==> src/rtl/hdmi_fifo_fill_ctrl.sv <==
// HDMI pixel fetch controller: issues raster-order pixel requests in bursts,
// captures the returned pixel one cycle later into a 2-entry output buffer and
// presents it on a valid/ready stream tagged with start-of-frame / end-of-line.
module hdmi_fifo_fill_ctrl #(
  parameter int unsigned H_ACT = 640,
  parameter int unsigned V_ACT = 480,
  parameter int unsigned BURST = 64
) (
  input  logic        rstn,
  input  logic        clk,
  input  logic        en,
  input  logic        w_half_empty,
  output logic        pix_req,
  output logic [11:0] pix_x,
  output logic [11:0] pix_y,
  input  logic [23:0] pix_rgb,
  input  logic        fifo_tready,
  output logic        fifo_tvalid,
  output logic [25:0] fifo_tdata,
  output logic [15:0] frame_cnt
);

  localparam logic [11:0] X_LAST   = 12'(H_ACT - 1);
  localparam logic [11:0] Y_LAST   = 12'(V_ACT - 1);
  localparam logic [12:0] BURST_LD = 13'(BURST);

  typedef enum logic {S_WAIT, S_BURST} state_t;

  state_t      state, state_nxt;
  logic [12:0] burst_cnt;
  logic        req_d;
  logic        sof_d;
  logic        eol_d;
  logic [25:0] buf_mem [0:1];
  logic        wr_ptr;
  logic        rd_ptr;
  logic [1:0]  occ;
  logic        push;
  logic        pop;
  logic [2:0]  pending;
  logic        credit;

  assign push        = req_d;
  assign pop         = fifo_tvalid & fifo_tready;
  assign fifo_tvalid = (occ != 2'd0);
  assign fifo_tdata  = fifo_tvalid ? buf_mem[rd_ptr] : '0;

  // Slots committed after this cycle's handshake: buffered entries minus the
  // one leaving now, plus the pixel landing now. A new request needs a free slot.
  assign pending = {1'b0, occ} - {2'b0, pop} + {2'b0, req_d};
  assign credit  = (pending < 3'd2);

  // FSM state register
  always_ff @(posedge clk or negedge rstn) begin
    if (!rstn) state <= S_WAIT;
    else       state <= state_nxt;
  end

  // Next-state and request strobe
  always_comb begin
    state_nxt = state;
    pix_req   = 1'b0;
    case (state)
      S_WAIT: begin
        if (en && w_half_empty) state_nxt = S_BURST;
      end
      S_BURST: begin
        if (credit) begin
          pix_req = 1'b1;
          if (burst_cnt == 13'd1) state_nxt = S_WAIT;
        end
      end
      default: state_nxt = S_WAIT;
    endcase
  end

  // Burst counter: loaded on burst start, one count per request
  always_ff @(posedge clk or negedge rstn) begin
    if (!rstn)                                    burst_cnt <= '0;
    else if (state == S_WAIT && state_nxt == S_BURST) burst_cnt <= BURST_LD;
    else if (pix_req)                             burst_cnt <= burst_cnt - 13'd1;
  end

  // Raster position of the next pixel to request, plus frame counter
  always_ff @(posedge clk or negedge rstn) begin
    if (!rstn) begin
      pix_x     <= '0;
      pix_y     <= '0;
      frame_cnt <= '0;
    end else if (pix_req) begin
      if (pix_x == X_LAST) begin
        pix_x <= '0;
        if (pix_y == Y_LAST) begin
          pix_y     <= '0;
          frame_cnt <= frame_cnt + 16'd1;
        end else begin
          pix_y <= pix_y + 12'd1;
        end
      end else begin
        pix_x <= pix_x + 12'd1;
      end
    end
  end

  // In-flight request and its frame markers, aligned with the returning pix_rgb
  always_ff @(posedge clk or negedge rstn) begin
    if (!rstn) begin
      req_d <= 1'b0;
      sof_d <= 1'b0;
      eol_d <= 1'b0;
    end else begin
      req_d <= pix_req;
      sof_d <= pix_req && (pix_x == '0) && (pix_y == '0);
      eol_d <= pix_req && (pix_x == X_LAST);
    end
  end

  // Two-entry output buffer
  always_ff @(posedge clk or negedge rstn) begin
    if (!rstn) begin
      for (int unsigned i = 0; i < 2; i++) buf_mem[i] <= '0;
      wr_ptr <= 1'b0;
      rd_ptr <= 1'b0;
      occ    <= '0;
    end else begin
      if (push) begin
        buf_mem[wr_ptr] <= {eol_d, sof_d, pix_rgb};
        wr_ptr          <= ~wr_ptr;
      end
      if (pop) rd_ptr <= ~rd_ptr;
      occ <= occ + {1'b0, push} - {1'b0, pop};
    end
  end

endmodule

==> config.mk <==
export PLATFORM = sky130hd
export DESIGN_NAME = hdmi_fifo_fill_ctrl
export DESIGN_NICKNAME = d
export VERILOG_FILES = /design/src/rtl/hdmi_fifo_fill_ctrl.sv
export SDC_FILE = /design/constraint.sdc
export NUM_CORES = 1
export LEC_CHECK = 0
export ABC_AREA = 1
export CAP_MARGIN = 15
export CORE_MARGIN = 8
export CORE_UTILIZATION = 58
export CTS_BUF_LIST = sky130_fd_sc_hd__clkbuf_16
export DETAILED_ROUTE_END_ITERATION = 8
export PLACE_DENSITY = 0.84
export SLEW_MARGIN = 20
export SYNTH_ARGS = -nofsm -noshare
export SYNTH_HDL_FRONTEND = slang
export SYNTH_SLANG_ARGS = --single-unit
==> constraint.sdc <==
create_clock -name clk -period 5.6 [get_ports clk]
set_input_delay 1.12 -clock clk [delete_from_list [all_inputs] [get_ports clk]]
set_output_delay 1.12 -clock clk [all_outputs]
set_load 0.02 [all_outputs]
==> summary.txt <==
SYNTH
---------------------------------------------------------------------------
Top FF cell, synth ........................................... sky130_fd_sc_hd__dfrtp_1
Total standard cell area after synthesis .....................    5890 um^2
Post-synthesis instance total ................................          775
Number of enable flip-flop cells after synthesis .............            0
Seq/Total Area, Yosys ........................................        48.0%
Synthesized netlist net count ................................          814
Synthesis-stage register bit count ...........................          113
Avg Inst Size Synth ..........................................    7.59 um^2
Ys async rst share ...........................................         100%
Yosys synthesis warning count ................................            0
Unique masters post-synth ....................................           32

DIE
---------------------------------------------------------------------------
Num ports ....................................................           97
Placeable core area ..........................................    9820 um^2
Number of rows created at floorplan ..........................           36
Horizontal die dimension .....................................       117 um
Initial Utilization ..........................................        59.9%
Vertical die dimension .......................................       117 um
Area of the die ..............................................   13600 um^2

GLOBAL ROUTING
---------------------------------------------------------------------------
Antenna violations before repair .............................            0
Leftover overflow at the end of global routing ...............            0
Aggregate global-route resource usage ........................        23.1%
Maximum number of pins on one net before global-route repair .           76
Number of global-route vias before repair ....................         5310
First-pass GRT wire length ...................................     24900 um

SETUP PATH
---------------------------------------------------------------------------
Crit path cell chain ......................................... clkdlybuf4s50_1 -> inv_1 -> nor2_1 -> ha_1 -> inv_1 -> ha_1 -> inv_1 -> fa_1 -> nand2_1 -> inv_1 -> nand2_1 -> nor2_2 -> clkdlybuf4s50_1
Critical Path Source .........................................  fifo_tready
Worst-case reg-to-reg path depth .............................           17
Type of element launching the critical path ..................    input pin
Worst stage delay on the critical path .......................       660 ps
End of the worst register-to-register path ................... frame_cnt[6]
Required time worst endpoint .................................      4480 ps
Slowest library cell on the worst path ....................... sky130_fd_sc_hd__clkdlybuf4s50_1
Start-to-end type of the worst setup path .................... input pin to output pin
Crit path max fanout .........................................            2
Kind of capture point of the worst setup path ................   output pin
R2r startpoint ...............................................       occ[1]
Reg2reg setup slack ..........................................      1870 ps
Crit path DAT ................................................      3810 ps
Most common cell on crit path ................................ sky130_fd_sc_hd__inv_1

TIMING
---------------------------------------------------------------------------
Layout Skew ..................................................      9.49 ps
Setup violation total in the final timing report .............            0
Final critical delay including setup and external delays .....      4930 ps
Slew margin rel. .............................................        31.5%
Final Slew Violations ........................................            0
Summed negative setup slack over all endpoints ...............         0 ps
Max Clk Rate .................................................    0.203 GHz
Final period util ............................................        88.0%
Setup repair after global routing missed its margin ..........        false
Final Hold Violating Endpoints ...............................            0
Transition time at the pin with the least slew margin ........      1030 ps

MIN PATH
---------------------------------------------------------------------------
Number of cells traversed by the worst hold path .............            2
Worst hold endpoint ..........................................  buf_mem[39]
Hold crit path type .......................................... flip-flop to flip-flop
Start point of the worst hold path ...........................  buf_mem[39]

CLOCK TREE
---------------------------------------------------------------------------
Sink Count ...................................................          113
CTS Hold Buffers Added .......................................            0
Setup Buffers After CTS ......................................            0
# H-tree levels ..............................................            4
TritonCTS clock tree .........................................          yes
Clock tree root driver cell .................................. sky130_fd_sc_hd__clkbuf_16
CTS Buffer Depth .............................................            2
Post-cts gate resize count ...................................            0
Inserted Clock Buffers .......................................           17
Clock latency at the later pin of the worst-skew pair ........       410 ps
Worst-path clk slew ..........................................        50 ps

ROUTING
---------------------------------------------------------------------------
Drt wl/cell ..................................................      14.9 um
DRT met1 WL ..................................................      6290 um
Total vias in the final route ................................         5446
Met2 wirelength from detailed routing ........................      7380 um
First-pass iteration count of the detailed router ............            5
Top Metal Used ...............................................         met4
Iteration-0 DRC count of the detailed router .................          458
Amount of wire on met3 after detailed routing ................      1030 um
Total detailed-routing wirelength ............................     15000 um
Via/cell ratio ...............................................         5.38
Detailed-route DRC error count ...............................            0
Antenna Violating Nets Remaining .............................            0

CELLS AND AREA
---------------------------------------------------------------------------
Layout Area Growth over Synthesis ............................        27.7%
Net total in the final layout ................................          906
Number of antenna diodes .....................................            0
Share of the core filled with cells in the final layout ......        76.5%
Leading cell type in the layout, fill and taps excluded ...... sky130_fd_sc_hd__nand2_1
Layout cells sized above 1 ...................................        5.80%
Most used cells in the layout excluding fill and tap cells ... 275 x sky130_fd_sc_hd__nand2_1, 113 x sky130_fd_sc_hd__dfrtp_1, 95 x sky130_fd_sc_hd__clkdlybuf4s50_1
Design Area, Final ...........................................    7510 um^2

PLACEMENT
---------------------------------------------------------------------------
GPL Wtd Cong .................................................        0.864
Area of placed instances .....................................    6910 um^2
Port Buf Inserts .............................................           96
Post-detail-place hpwl .......................................      9820 um

POWER AND IR DROP
---------------------------------------------------------------------------
Power per cell area ..........................................  529 nW/um^2
Leak pwr .....................................................      3.62 nW
Post-layout power ............................................      3.97 mW
Worst-case vdd ir drop .......................................     0.354 mV

OUTCOME
---------------------------------------------------------------------------
Outcome ...................................................... complete, no violations

JOB
---------------------------------------------------------------------------
Maximum capacitance violations ...............................            0

## per-stage QoR
step | setup WS [ps] | std cells | hold WS [ps]
4_1_cts | 665 | 1013 | 486
2_1_floorplan | 1680 | 775 | 453
6_report | 672 | 1013 | 485
3_5_place_dp | 721 | 981 | 473
5_1_grt | 520 | 1013 | 504
3_3_place_gp | 759 | 981 | 466
## critical path: cells and delay by family
kind / cells / cell delay (ps)
fa+ha+maj: 3 / 900
buf+inv: 6 / 1340
simple gates: 4 / 460
## where the power goes
part / switching, mW / internal (mW)
Combinational: 0.962 / 0.601
Sequential: 0.226 / 1.08
Clock: 0.369 / 0.731
Total: 1.56 / 2.41
## worst max-delay path by stage
stage              end  cells after the start  slack [ps]
4_1_cts        pix_req                     13         660
6_report       pix_req                     13         670
3_5_place_dp   pix_req                     13         720
5_1_grt        pix_req                     13         520
3_3_place_gp   pix_req                     13         760
2_1_floorplan  pix_req                     12        1680
## metal layers
| metal | vias to the layer above | global-route usage [%] |
|---|---|---|
| met3 | 33 | 5.64 |
| met5 | - | 0 |
| met1 | 2559 | 28.5 |
| met4 | 0 | 8.53 |
| met2 | 205 | 38.6 |
| li1 | 2649 | - |
## cells by family (layout without fill, tap and decap cells)
| logic type | count (synthesis) | in the layout | synth area share [%] |
|---|---|---|---|
| xor+xnor | 16 | 16 | 2.38 |
| flops | 113 | 113 | 48.0 |
| compound gates | 111 | 111 | 9.48 |
| simple gates | 416 | 416 | 30.4 |
| buf+inv | 109 | 214 | 7.48 |
| fa+ha+maj | 10 | 10 | 2.25 |
## cell usage after synthesis (all sizes together), types with 2 or more instances
library cell | count | area, um^2
a21oi | 35 | 175
buf | 10 | 68.8
clkbuf | 18 | 67.6
clkinv | 2 | 7.51
dfrtp | 113 | 2830
ha | 9 | 113
inv | 79 | 297
nand2 | 277 | 1050
nand3 | 47 | 250
nand3b | 4 | 30.0
nand4 | 16 | 100
nor2 | 57 | 265
nor3 | 11 | 60.1
o21ai | 74 | 370
xnor2 | 9 | 78.8
xor2 | 7 | 61.3
## cell type report
cell class / instances / area (um^2)
multi-input cells: 553 / 2620
inverters: 81 / 304
clock buffers: 17 / 425
clock inverters: 15 / 174
repair buffers: 101 / 996
flip-flops and latches: 113 / 2830
fillers: 703 / 2310
well taps: 133 / 166
## state kept, by name (all words and copies together) (netlist names)
register and flops:
pix_x 12, eol_d 1, burst_cnt 13, pix_y 12, frame_cnt 16, buf_mem 52, push 1, wr_ptr 1
state 1, occ 2, rd_ptr 1, sof_d 1
No activity file was read; power rests on OpenSTA's default activity.
